File: src/rtl/mem_bus_ctrl.sv
// Memory-access controller: runs one prepared load/store on a valid/ready data bus,
// stalls the stage until the response, then extends load data. Optional watchdog: MEM_BUS_TIMEOUT_EN.
package mem_bus_pkg;
    typedef enum logic [1:0] {
        MEM_BYTE = 2'd0,
        MEM_HALF = 2'd1,
        MEM_WORD = 2'd2
    } mem_width_e;
endpackage

module mem_bus_ctrl
    import mem_bus_pkg::*;
#(
    parameter int TIMEOUT_CYCLES = 255
) (
    input  logic        clk_i,
    input  logic        rst_i,
    input  logic        mem_read_i,
    input  logic        mem_write_i,
    input  mem_width_e  mem_width_i,
    input  logic        mem_unsigned_i,
    input  logic [1:0]  mem_byte_idx_i,
    input  logic [31:0] mem_word_addr_i,
    input  logic [31:0] mem_write_data_i,
    input  logic [3:0]  mem_strobe_i,
    input  logic        mem_illegal_i,
    output logic        stall_o,
    output logic [31:0] load_data_o,
    output logic        load_valid_o,
    output logic        fault_o,
    output logic        fault_bus_o,
    output logic        bus_valid_o,
    input  logic        bus_ready_i,
    output logic        bus_we_o,
    output logic [31:0] bus_addr_o,
    output logic [31:0] bus_wdata_o,
    output logic [3:0]  bus_strobe_o,
    input  logic        bus_rvalid_i,
    input  logic [31:0] bus_rdata_i,
    input  logic        bus_err_i
);

    typedef enum logic [1:0] {
        S_IDLE = 2'd0,
        S_REQ  = 2'd1,
        S_RESP = 2'd2,
        S_DONE = 2'd3
    } state_e;

    state_e      r_state;
    logic        r_we;
    logic        r_uns;
    logic        r_err;
    mem_width_e  r_width;
    logic [1:0]  r_bidx;
    logic [31:0] r_addr;
    logic [31:0] r_wdata;
    logic [3:0]  r_strobe;
    logic [31:0] r_load_data;

    logic        w_req;
    logic        w_start;
    logic        w_timeout;
    logic [31:0] w_shifted;
    logic [31:0] w_ext;

    assign w_req   = mem_read_i | mem_write_i;
    assign w_start = (r_state == S_IDLE) && w_req && !mem_illegal_i;

`ifdef MEM_BUS_TIMEOUT_EN
    localparam int CW = $clog2(TIMEOUT_CYCLES + 1);
    logic [CW-1:0] r_cnt;

    // The counter can sit one past the limit when ready arrives on the last REQ cycle.
    always_ff @(posedge clk_i) begin
        if (rst_i) begin
            r_cnt <= '0;
        end else if (w_start) begin
            r_cnt <= '0;
        end else if (r_state == S_REQ || r_state == S_RESP) begin
            r_cnt <= r_cnt + 1'b1;
        end
    end

    assign w_timeout = (r_cnt >= CW'(TIMEOUT_CYCLES - 1));
`else
    logic w_unused_timeout;
    assign w_unused_timeout = (TIMEOUT_CYCLES == 0);
    assign w_timeout        = 1'b0;
`endif

    always_comb begin
        w_shifted = bus_rdata_i >> {r_bidx, 3'b000};
        case (r_width)
            MEM_BYTE: w_ext = {{24{~r_uns & w_shifted[7]}}, w_shifted[7:0]};
            MEM_HALF: w_ext = {{16{~r_uns & w_shifted[15]}}, w_shifted[15:0]};
            default:  w_ext = w_shifted;
        endcase
    end

    // Responses are only looked at in RESP, so one coinciding with the REQ handoff
    // is taken a cycle later and anything arriving in IDLE/REQ is dropped.
    always_ff @(posedge clk_i) begin
        if (rst_i) begin
            r_state     <= S_IDLE;
            r_we        <= 1'b0;
            r_uns       <= 1'b0;
            r_err       <= 1'b0;
            r_width     <= MEM_BYTE;
            r_bidx      <= 2'b00;
            r_addr      <= '0;
            r_wdata     <= '0;
            r_strobe    <= '0;
            r_load_data <= '0;
        end else begin
            case (r_state)
                S_IDLE: begin
                    if (w_start) begin
                        r_we     <= mem_write_i;
                        r_uns    <= mem_unsigned_i;
                        r_width  <= mem_width_i;
                        r_bidx   <= mem_byte_idx_i;
                        r_addr   <= mem_word_addr_i;
                        r_wdata  <= mem_write_data_i;
                        r_strobe <= mem_strobe_i;
                        r_err    <= 1'b0;
                        r_state  <= S_REQ;
                    end
                end
                S_REQ: begin
                    if (bus_ready_i) begin
                        r_state <= S_RESP;
                    end else if (w_timeout) begin
                        r_err   <= 1'b1;
                        r_state <= S_DONE;
                    end
                end
                S_RESP: begin
                    if (bus_rvalid_i) begin
                        r_err <= bus_err_i;
                        if (!r_we) begin
                            r_load_data <= w_ext;
                        end
                        r_state <= S_DONE;
                    end else if (w_timeout) begin
                        r_err   <= 1'b1;
                        r_state <= S_DONE;
                    end
                end
                default: begin
                    r_state <= S_IDLE;
                end
            endcase
        end
    end

    assign stall_o      = w_start || (r_state == S_REQ) || (r_state == S_RESP);
    assign fault_o      = ((r_state == S_IDLE) && w_req && mem_illegal_i) ||
                          ((r_state == S_DONE) && r_err);
    assign fault_bus_o  = (r_state == S_DONE) && r_err;
    assign load_valid_o = (r_state == S_DONE) && !r_err && !r_we;
    assign load_data_o  = r_load_data;
    assign bus_valid_o  = (r_state == S_REQ);
    assign bus_we_o     = r_we;
    assign bus_addr_o   = r_addr;
    assign bus_wdata_o  = r_wdata;
    assign bus_strobe_o = r_strobe;

endmodule
File: config.mk
export PLATFORM = sky130hd
export DESIGN_NAME = mem_bus_ctrl
export DESIGN_NICKNAME = d
export VERILOG_FILES = /design/src/rtl/mem_bus_ctrl.sv
export SDC_FILE = /design/constraint.sdc
export NUM_CORES = 1
export LEC_CHECK = 0
export BUFFER_PORTS_ARGS = -buffer_cell sky130_fd_sc_hd__buf_2
export CAP_MARGIN = 15
export CORE_ASPECT_RATIO = 1.4
export CORE_MARGIN = 4
export CORE_UTILIZATION = 46
export CTS_CLUSTER_DIAMETER = 60
export DETAILED_ROUTE_END_ITERATION = 12
export MAX_ROUTING_LAYER = met4
export PLACE_DENSITY = 0.84
export SLEW_MARGIN = 30
export SYNTH_ARGS = -nofsm -noshare
export SYNTH_HDL_FRONTEND = slang
export SYNTH_SLANG_ARGS = --single-unit
File: constraint.sdc
create_clock -name clk_i -period 1.9 [get_ports clk_i]
set_input_delay 0.285 -clock clk_i [delete_from_list [all_inputs] [get_ports clk_i]]
set_output_delay 0.285 -clock clk_i [all_outputs]
set_load 0.01 [all_outputs]
## Yosys cells after proc, flatten, opt, wreduce, memory -nomap -nowiden

Index checks and enable logic that the tools add are counted.

- Register bits: 109
- Output and inout bits: 106
- Logic and storage cells: 50

- Eq/ne operators: 7
- Shift operators: 1
- Mux-type cells: 8
- Bitwise logic cells: 5
- Reductions and logical operators: 19

Operators by type and width:

| cell | number |
|---|---|
| $pmux W32 S2 | 1 |
| $shr A32 B5 Y32 | 1 |
| $reduce_and A3 Y1 | 3 |
| $logic_and A1 B1 Y1 | 6 |
| $mux W2 | 3 |
| $pmux W2 S3 | 1 |
| $eq A2 B1 Y1 const B | 2 |
| $eq A2 B2 Y1 const B | 2 |
| $logic_not A2 Y1 | 2 |
| $ne A2 B2 Y1 const B | 2 |
| $logic_not A1 Y1 | 3 |
| $logic_or A1 B1 Y1 | 3 |
| $and A1 B1 Y1 | 2 |
| $mux W1 | 2 |
| $ne A2 B1 Y1 const B | 1 |
| $not A1 Y1 | 2 |
| $pmux W1 S2 | 1 |
| $reduce_and A2 Y1 | 1 |
| $reduce_bool A2 Y1 | 1 |
| $or A1 B1 Y1 | 1 |

## Depth between registers and ports, before layout

Gate-level depths: netlist (run 1).

- Depth after elaboration: 5
- Depth in mapped cells: 8
- Mapped depth without buffers: 6

## Worst setup path after synthesis (run 1)

No wires, ideal clock.

- Kind: register to register
- From: register r_state[0]
- To: register r_load_data[20], in the netlist load_data_o[20]
- Arrival: 1598 ps
- Setup slack: 162 ps
- Cell stages (with the launch flop): 9
- Period minus slack after synthesis: 1738 ps
- Path through: dfxtp_1 -> inv_1 -> ha_1 -> nand2_1 -> or2_2 -> buf_2 -> a31oi_4 -> buf_6 -> a211oi_2

- Word-level cells in the longest chain between the ends: 2

RTL lines:

| what | line | RTL |
|---|---|---|
| start: declaration | 50 | `state_e r_state;` |
| start signal: assignment | 105 | `r_state <= S_IDLE;` |
| start signal: assignment | 127 | `r_state <= S_REQ;` |
| start signal: assignment | 132 | `r_state <= S_RESP;` |
| $eq A2 B2 Y1 | 116 | `case (r_state)` |
| $reduce_and A3 Y1 (no source line) | n/a |  |
| end signal: assignment | 142 | `r_load_data <= w_ext;` |
| end: declaration | 59 | `logic [31:0] r_load_data;` |

Every way passes these cells.
A chain may end at the register's enable or synchronous reset.

## Worst setup path after layout (run 1)

- From: register r_state[1]
- To: output stall_o

- Word-level cells in the longest chain between the ends: 5

RTL lines:

| what | line | RTL |
|---|---|---|
| $logic_not A2 Y1 | 68 | `assign w_start = (r_state == S_IDLE) && w_req && !mem_illegal_i;` |
| $logic_and A1 B1 Y1 (2 in a row) | 68 |  |
| $logic_or A1 B1 Y1 | 157 | `assign stall_o = w_start \|\| (r_state == S_REQ) \|\| (r_state == S_RESP);` |
| $logic_or A1 B1 Y1 * | 157 |  |
| end: declaration | 27 | `output logic stall_o,` |

Mark *: on every way between the ends. The rest lies on a longest branch, timed or not.

==> results of run 1 <==
[metrics by stage]
step / instances / utilization, %
final: 896 / 64.6
after global routing: 896 / 64.6
after detailed placement: 875 / 60.9
after global placement: 875 / 60.9
after floorplan: 546 / -
after CTS: 893 / 64.2
[power groups by stage]
stage,Sequential [mW],Combinational (mW),Clock [mW]
floorplan,3.06,1.26,0
global placement,2.91,2.25,0
detailed placement,2.93,2.32,0
CTS,2.88,2.38,1.84
global route,2.93,2.71,1.94
finish,2.89,2.46,1.81
[final timing paths]
check,start,to,depth (start not counted)
worst max-delay path,r_state[1],stall_o,6
worst min-delay path,mem_write_data_i[19],bus_wdata_o[19],3
worst max register to register,r_state[1],r_state[0],6
worst min register to register,bus_addr_o[18],bus_addr_o[18],2
[what timing repair did]
item                       4_1_cts  5_1_grt
resized for setup                7        7
setup endpoints to repair        2        2
buffers inserted                 2        1
pin swaps                        0        2
[final cells by class]
class | instances | area [µm²]
Fill cell | 796 | 3360
Inverter | 7 | 28.8
Timing Repair Buffer | 237 | 1310
Tap cell | 132 | 165
Antenna cell | 2 | 5.00
Clock buffer | 10 | 239
Sequential cell | 109 | 2190
Clock inverter | 6 | 46.3
Multi-Input combinational cell | 393 | 2160
[flip-flops by register name, summed over array words and instances, names as in the netlist]
signal / cells
bus_addr_o: 32
bus_wdata_o: 32
load_data_o: 32
bus_strobe_o: 4
r_bidx: 2
r_state: 2
r_width: 2
bus_we_o: 1
r_err: 1
r_uns: 1
[cells in the mapped netlist]
library cell    n
mux2i_1        19
a211oi_4        1
a211oi_1        6
buf_2          17
and2_1          1
nor2_1         25
clkbuf_1       18
o21bai_1        2
buf_4           1
nand3_1         1
or3_1           1
nand2_1       180
a211oi_2       10
mux2_2          7
a31oi_4         1
and2b_1         1
a221oi_1        1
ha_1            5
a22o_1          7
dfxtp_1       109
nand3b_1        2
nand4_1         1
a21oi_1        90
or2_2           1
a311oi_1        2
inv_1           7
buf_6           1
o21ai_0        11
o211ai_1        8
a2bb2oi_1       1
nand2b_1        4
mux4_2          1
nor3b_1         1
nor2b_1         3
[layer usage]
metal | vias up | share of wire, %
met1 | 2152 | 38
met5 | - | 0
li1 | 2260 | -
met2 | 189 | 52
met4 | 0 | 3.6
met3 | 36 | 6.1
[worst min-delay path: cells and delay by family]
family          cells  cell delay, ns
buf+inv             1            0.09
compound gates      1            0.05
simple gates        1            0.04
[logic make-up (layout without fill, tap and decap cells)]
group / Yosys count / in the layout / synth area share, %
compound gates: 140 / 140 / 19.8
simple gates: 221 / 221 / 19.4
fa+ha+maj: 5 / 5 / 1.39
flops: 109 / 109 / 48.5
buf+inv: 44 / 260 / 4.40
mux: 27 / 27 / 6.48
other cells: 0 / 2 / 0
==> impl_results.md, run 1 <==
- Outcome: finished clean
- Initial Utilization: a little under half
- GRT overflow: 0
- Global Route met2 Usage: about two fifths
- Net Sw Frac: 34.9%
- VDD IR max: roughly 1.2 mV
- Clk pin slew, worst setup/hold paths: 0.07 ns
- Layout area overhead: 36.7%
- GR peak layer: met2
- Mapped cell area: 4500 µm²
- Total power: approximately 7.2 mW
- Chip width: 91.6 µm
- CTS buffer count: 9
- Design area: between 6000 and 7000 µm²
- Iter 0 DRT Violations: 199
- Synth Register Bits: 109
- Bufs on Longest Clock Path: 2
- Worst path cell trace: inv_4 > ha_4 > o21ai_4 > nor2_4 > or3_1 > buf_2
- Initial antenna violation count: 2
- Period utilization: 97.0%
- Yosys warnings: 0
- Ratio of cells with drive above 1 in the final layout: 37.1%
- Most frequent cells in the layout: 217 x buf_2, 180 x nand2_1, 107 x dfxtp_1
- Vias: 4637
- Number of H-tree levels: 3
- Slew headroom: between 60% and 70%
- Seq/Total Area, Yosys: 48.5%
- Cell Rows: 42
- Unrepaired setup endpoints after global routing: yes
- Clk sinks: roughly 110
- Area leader, netlist: dfxtp_1
- Post-route ant nets: 0
- Core area: 9510 µm²
- CP endpoint kind: output port
- PD cells: 1160 nW/µm²
- Crit path DAT: 1.56 ns
- Final worst slack: around 0.057 ns
- Switch Pwr: between 2 and 3 mW
- Pint: 4.66 mW
- Ports: 219
- Tmin final: between 1.5 and 2 ns
- Worst Tran Pin Value: 0.523 ns
- Slowest-stage cell, CP: dfxtp_4
- Largest stage delay, worst path: 0.40 ns
- CP Max Fanout: 5
- GPL Wtd Cong: 0.925
- CP top delay family: flip-flops
- Startpoint types: flop
- Die area: about 11000 µm²
- Place WS: between 0.04 and 0.05 ns
- Clock latency on the worst-skew pair: 0.34 ns
- Clock Skews: 0.00532 ns
- Commonest non-fill, non-tap cell in the layout: buf_2
- Clock power share: 25.2%
- Clock Tree Root: clkbuf_16
- Final setup fails: 0
- Largest net degree at the start of global routing: 67
- Flop pwr share: 40.4%
- Max Slew Vio Count: 0
- Drt pass-1 iters: 4
- Syn Area/Cell: 8.23 µm²
- Routed wire length per instance: around 15 µm
- Max Fclk: 543 MHz
- GR Layer Usage met1: between 20% and 30%
- Met3 usage: 3.85%
- DRC viols: 0
- First-pass GRT wire length: 21300 µm
- Top cell type's share of synthesized area: approximately half
- R2R setup slack: 0.20 ns
- CTS tree: built
- Cts-stage hold buffer count: 0
- Final HPWL DP: 10100 µm
- Hold WS: 0.176 ns
- Synth Instances: 546
- Final setup TNS: 0 ns
- Final hold viol count: 0
- Yosys cell types: 34
- Syn Nets: 664
- WP data required: approximately 1.6 ns
- Top area cells in the synthesized netlist: dfxtp_1 49%, nand2_1 15%, a21oi_1 10%
- Final WL: 13300 µm
- Worst setup path class: reg -> out
- Number of max-cap violations: 0
- Vias in the first global route: ~4500
- Comb pwr share: 34.3%
- Number of port buffers: 218
- Die Y: 125 µm
- HP Class: in -> reg
- Vias per cell: about 5.2
- GRT Overall Usage: between 20% and 30%
- Leak: 2.77 nW
- Final #Nets: 875
- Area of placed instances: between 5000 and 6000 µm²
- CP Buf/Inv Count: 2
No activity file was read; power rests on OpenSTA's default activity.
==> run 2, diff against run 1 <==
- CTS_CLUSTER_DIAMETER: 60 -> 120
- PLACE_DENSITY: 0.84 -> unset
- PLACE_DENSITY_LB_ADDON: unset -> 0.08
==> impl_results.md, run 2 (synthesis results as in run 1) <==
- Post-route ant nets: 0 (unchanged)
- Final setup TNS: 0 ns (unchanged)
- Clk pin slew, worst setup/hold paths: 0.07 ns (about the same)
- Clock Tree Root: clkbuf_16
- Sequential cell area: 2190 µm² (unchanged)
- Number of port buffers: 218 (unchanged)
- Unrepaired setup endpoints after global routing: no
- Final setup fails: 0 (unchanged)
- Flop pwr share: 41.5% (+1.1 points)
- Number of max-cap violations: 0 (unchanged)
- Net Sw Frac: 34.2% (-0.76 points)
- R2R setup slack: 0.18 ns (-0.02 ns)
- GRT Overall Usage: 22.6% (-0.56 points)
- Ratio of cells with drive above 1 in the final layout: 36.5% (-0.60 points)
- Startpoint types: flop
- DRC viols: 0 (unchanged)
- Crit path DAT: 1.58 ns (+0.02 ns)
- Cell Rows: 42 (unchanged)
- GPL Wtd Cong: 0.916 (-0.93%)
- Clk sinks: 109 (unchanged)
- Number of H-tree levels: 3 (unchanged)
- Comb pwr share: 33.7% (-0.6 points)
- Tmin final: 1.86 ns (+0.0205 ns)
- Initial antenna violation count: 0 (-2)
- Slew headroom: 63.7% (-1.3 points)
- Worst Tran Pin Value: 0.545 ns (+0.0217 ns)
- Final hold viol count: 0 (unchanged)
- HP Class: in -> reg
- Initial Utilization: 47.3% (unchanged)
- CP endpoint kind: output port
- First-pass GRT wire length: 20600 µm (-3.3%)
- Max Slew Vio Count: 0 (unchanged)
- VDD IR max: 0.714 mV (-42%)
- Post-CTS setup buffer count: 0 (-2)
- CP Max Fanout: 5 (unchanged)
- Period utilization: 98.1% (+1.1 points)
- CTS buffer count: 9 (unchanged)
- R2r startpoint: r_state[0]
- Total power: 6.96 mW (-2.8%)
- GR peak layer: met2
- Ports: 219 (unchanged)
- Switch Pwr: 2.38 mW (-4.9%)
- Commonest non-fill, non-tap cell in the layout: buf_2
- Die Y: 125 µm (unchanged)
- Bufs on Longest Clock Path: 2 (unchanged)
- Most frequent cells in the layout: 217 x buf_2, 180 x nand2_1, 107 x dfxtp_1
- DP Cell Count: 874 (-0.11%)
- Worst setup path class: reg -> out
- Leak: 2.74 nW (-1.1%)
- Die area: 11400 µm² (unchanged)
- Iter 0 DRT Violations: 184 (-7.5%)
- CTS tree: built
- Core area: 9510 µm² (unchanged)
- GRT overflow: 0 (unchanged)
- Final WL: 12900 µm (-3.2%)
- Outcome: finished clean
- Final HPWL DP: 9590 µm (-4.7%)
- Chip width: 91.6 µm (unchanged)
- Crit. Startpoint: r_state[0]
- Final Instance Count excl. Fillers: 891 (-0.56%)
- Drt pass-1 iters: 6 (+2)
- Vias per cell: 4.98 (-3.8%)
- Vias in the first global route: 4328 (-4.3%)
- WP data required: 1.62 ns (about the same)
- Layout area overhead: 35.5%
- Met3 usage: 4.75% (+0.90 points)
- Vias: 4438 (-4.3%)
- Clock Skews: 0.00472 ns (-0.000601 ns)
- Max Fclk: 537 MHz (-1.1%)
- Fillers: 884 (+11%)
- PD cells: 1140 nW/µm² (-1.9%)
- Clock power share: 24.8% (-0.4 points)
- Clock latency on the worst-skew pair: 0.34 ns (about the same)
- Pint: 4.58 mW (-1.6%)
- GR Layer Usage met1: 25.5% (-0.35 points)
- Area of the multi-input gates: 2160 µm² (-0.23%)
- Routed wire length per instance: 14.5 µm (-2.6%)
- Global Route met2 Usage: 38.9% (-0.82 points)
- Min-delay src: mem_write_data_i[26]
- Cts-stage hold buffer count: 0 (unchanged)
- Final #Nets: 871 (-0.46%)
- Largest net degree at the start of global routing: 75 (+12%)
## run 2: changes by cell type in the layout (fill, tap and decap cells not counted), sizes merged
| cell | change |
|---|---|
| clkbuf | +3 |
| diode | -1 |
| clkinv | -1 |
| inv | -2 |
| buf | -4 |
## run 2: per-layer routing
metal	share of wire [%]	vias up	wire [µm]
met4	2.4	0	309
met3	7.0	19	902
met1	39	1998	5100
li1	-	2246	-
met2	51	175	6610
met5	0	-	0
## run 2: final timing paths
path / cells past startpoint / end
max: 6 / stall_o
min: 3 / bus_wdata_o[26]
max reg2reg: 6 / r_state[1]
min reg2reg: 2 / bus_addr_o[13]
## run 2: power groups by stage
stage	Combinational (mW)	Clock [mW]	Sequential, mW
5_1_grt	2.61	1.87	2.93
3_5_place_dp	2.29	0	2.93
4_1_cts	2.36	1.77	2.89
3_3_place_gp	2.24	0	2.91
6_report	2.35	1.72	2.89
2_1_floorplan	1.26	0	3.06
## run 2: worst max-delay path: stages, from the launching register on
cell and delay, ns:
dfxtp_4 0.37, inv_2 0.06, ha_4 0.18, o21ai_4 0.09, nor2_4 0.06, or3_1 0.33
buf_2 0.15
## run 2: layout make-up
class	instances	share of cell area (%)
sequential	109	35.9
multi-input combinational	393	35.4
timing repair buffer	233	21.0
clock buffer	13	4.11
tap	132	2.71
inverter	7	0.431
clock inverter	3	0.349
antenna	1	0.0411
## run 2: stage by stage
stage	hold slack [ns]	instance area [µm²]	utilization, %	setup WS [ns]
final	0.175	6090	64.1	0.0362
after detailed placement	0.443	5780	60.8	0.0637
after CTS	0.171	6090	64.0	0.00422
after global routing	0.174	6090	64.0	0.00542
after floorplan	0.421	4500	-	0.162
after global placement	0.438	5780	60.8	0.146
## run 2: what timing repair did
item | in CTS | in global routing
setup endpoints to repair | 2 | 24
gates cloned | 0 | 0
resized for setup | 10 | 3
==> run 3, diff against run 2 <==
- SETUP_SLACK_MARGIN: unset -> 0.3
==> impl_results.md, run 3 (synthesis results as in run 1) <==
- GPL Wtd Cong: 0.856 (-6.6%)
- Ratio of cells with drive above 1 in the final layout: 39.6% (+3.0 points)
- Crit. Startpoint: r_state[1]
- Global Route met2 Usage: 40.3% (+1.4 points)
- Chip width: 91.6 µm (unchanged)
- CP Max Fanout: 4 (-1)
- Fillers: 850 (-3.8%)
- Unrepaired setup endpoints after global routing: yes
- Clk sinks: 109 (unchanged)
- GR peak layer: met2
- Number of H-tree levels: 3 (unchanged)
- Worst Tran Pin Value: 0.523 ns (-0.0218 ns)
- Layout area overhead: 42.7%
- CTS buffer count: 9 (unchanged)
- Vias per cell: 5.14 (+3.2%)
- Max Slew Vio Count: 0 (unchanged)
- Period utilization: 93.2% (-4.9 points)
- Final worst slack: 0.129 ns (+0.0923 ns)
- Tmin final: 1.77 ns (-0.0923 ns)
- Commonest non-fill, non-tap cell in the layout: buf_2
- Initial antenna violation count: 1 (+1)
- Core area: 9510 µm² (unchanged)
- Final setup TNS: 0 ns (unchanged)
- HP Class: in -> reg
- Iter 0 DRT Violations: 211 (+15%)
- CTS tree: built
- Cell Rows: 42 (unchanged)
- Max Fclk: 565 MHz (+5.2%)
- Vias: 4631 (+4.3%)
- Largest net degree at the start of global routing: 75 (unchanged)
- Place WS: 0.163 ns (+0.0988 ns)
- Hold WS: 0.177 ns (+0.00233 ns)
- Die Y: 125 µm (unchanged)
- Final #Nets: 883 (+1.4%)
- Cts-stage hold buffer count: 0 (unchanged)
- Util after Layout: 67.5% (+3.4 points)
- Met3 usage: 4.81% (+0.060 points)
- CP endpoint kind: output port
- Vias in the first global route: 4476 (+3.4%)
- Initial Utilization: 47.3% (unchanged)
- Slew headroom: 65.0% (+1.4 points)
- Ports: 219 (unchanged)
- Crit path DAT: 1.49 ns (-0.09 ns)
- Clock latency on the worst-skew pair: 0.34 ns (about the same)
- Drt pass-1 iters: 5 (-1)
- VDD IR max: 1.10 mV (+54%)
- Number of port buffers: 218 (unchanged)
- WP data required: 1.62 ns (about the same)
- Die area: 11400 µm² (unchanged)
- Final setup fails: 0 (unchanged)
- Worst setup path class: reg -> out
- Bufs on Longest Clock Path: 2 (unchanged)
- Final WL: 13700 µm (+6.1%)
- PD cells: 1200 nW/µm² (+4.9%)
- Final HPWL DP: 9640 µm (+0.48%)
- Startpoint types: flop
- Min-delay src: mem_word_addr_i[27]
- Number of max-cap violations: 0 (unchanged)
- GR Layer Usage met1: 27.0% (+1.4 points)
- DRC viols: 0 (unchanged)
- First-pass GRT wire length: 21500 µm (+4.2%)
- Routed wire length per instance: 15.2 µm (+4.9%)
- GRT Overall Usage: 23.6% (+0.98 points)
- Clk pin slew, worst setup/hold paths: 0.07 ns (about the same)
- Most frequent cells in the layout: 216 x buf_2, 179 x nand2_1, 105 x dfxtp_1
- R2r startpoint: r_state[1]
- Final hold viol count: 0 (unchanged)
- Clock Tree Root: clkbuf_16
- Leak: 2.89 nW (+5.3%)
- GRT overflow: 0 (unchanged)
- Post-route ant nets: 0 (unchanged)
- Outcome: finished clean
- Clock Skews: 0.00732 ns (+0.00260 ns)
run 3: cell count changes in the layout (fill, tap and decap cells not counted), sizes merged:
cell	change
clkinv	-2
buf	+10
clkbuf	-2
bufinv	+3
bufbuf	+1
run 3: where the power goes:
part / internal (mW) / leakage (nW) / switching, mW
clock: 1.31 / 0.161 / 0.803
combinational: 1.21 / 1.83 / 1.48
sequential: 2.67 / 0.891 / 0.217
total: 5.19 / 2.89 / 2.50
run 3: metal layers:
layer / part of all wire [%] / wire length, µm
met2: 52 / 7150
met4: 2.4 / 334
met5: 0 / 0
met3: 6.9 / 948
met1: 38 / 5270
run 3: final cells by class:
type	instances	area (µm²)	share of cell area (%)
clock inverters	4	97.6	1.52
multi-input cells	393	2250	35.0
diodes	1	2.50	0.0390
repair buffers	245	1440	22.5
flip-flops and latches	109	2190	34.2
inverters	7	28.8	0.448
well taps	132	165	2.57
clock buffers	10	239	3.72
run 3: worst paths after layout:
check                     to  depth (start not counted)  slack, ns
min reg2reg   bus_addr_o[23]                          2       0.45
max                  stall_o                          4       0.13
min           bus_addr_o[27]                          3       0.18
max reg2reg  load_data_o[23]                          8       0.19
run 3: worst max-delay path: stages, from the launching register on:
cell,delay [ns]
dfxtp_4,0.35
buf_6,0.13
ha_4,0.16
or3_4,0.38
buf_6,0.13
run 3: metrics by stage:
stage / cell area (µm²) / power (mW) / cells
final: 6420 / 7.69 / 901
after global routing: 6420 / 8.15 / 901
after CTS: 6300 / 7.65 / 895
after detailed placement: 5780 / 5.23 / 872
after global placement: 5780 / 5.17 / 872
after floorplan: 4530 / 4.36 / 546
run 3: what timing repair did:
action                     CTS  global route
pin swaps                    4             6
buffers inserted             7             4
setup endpoints to repair   94            57
gates resized for setup     17            16
cloned                       2             1
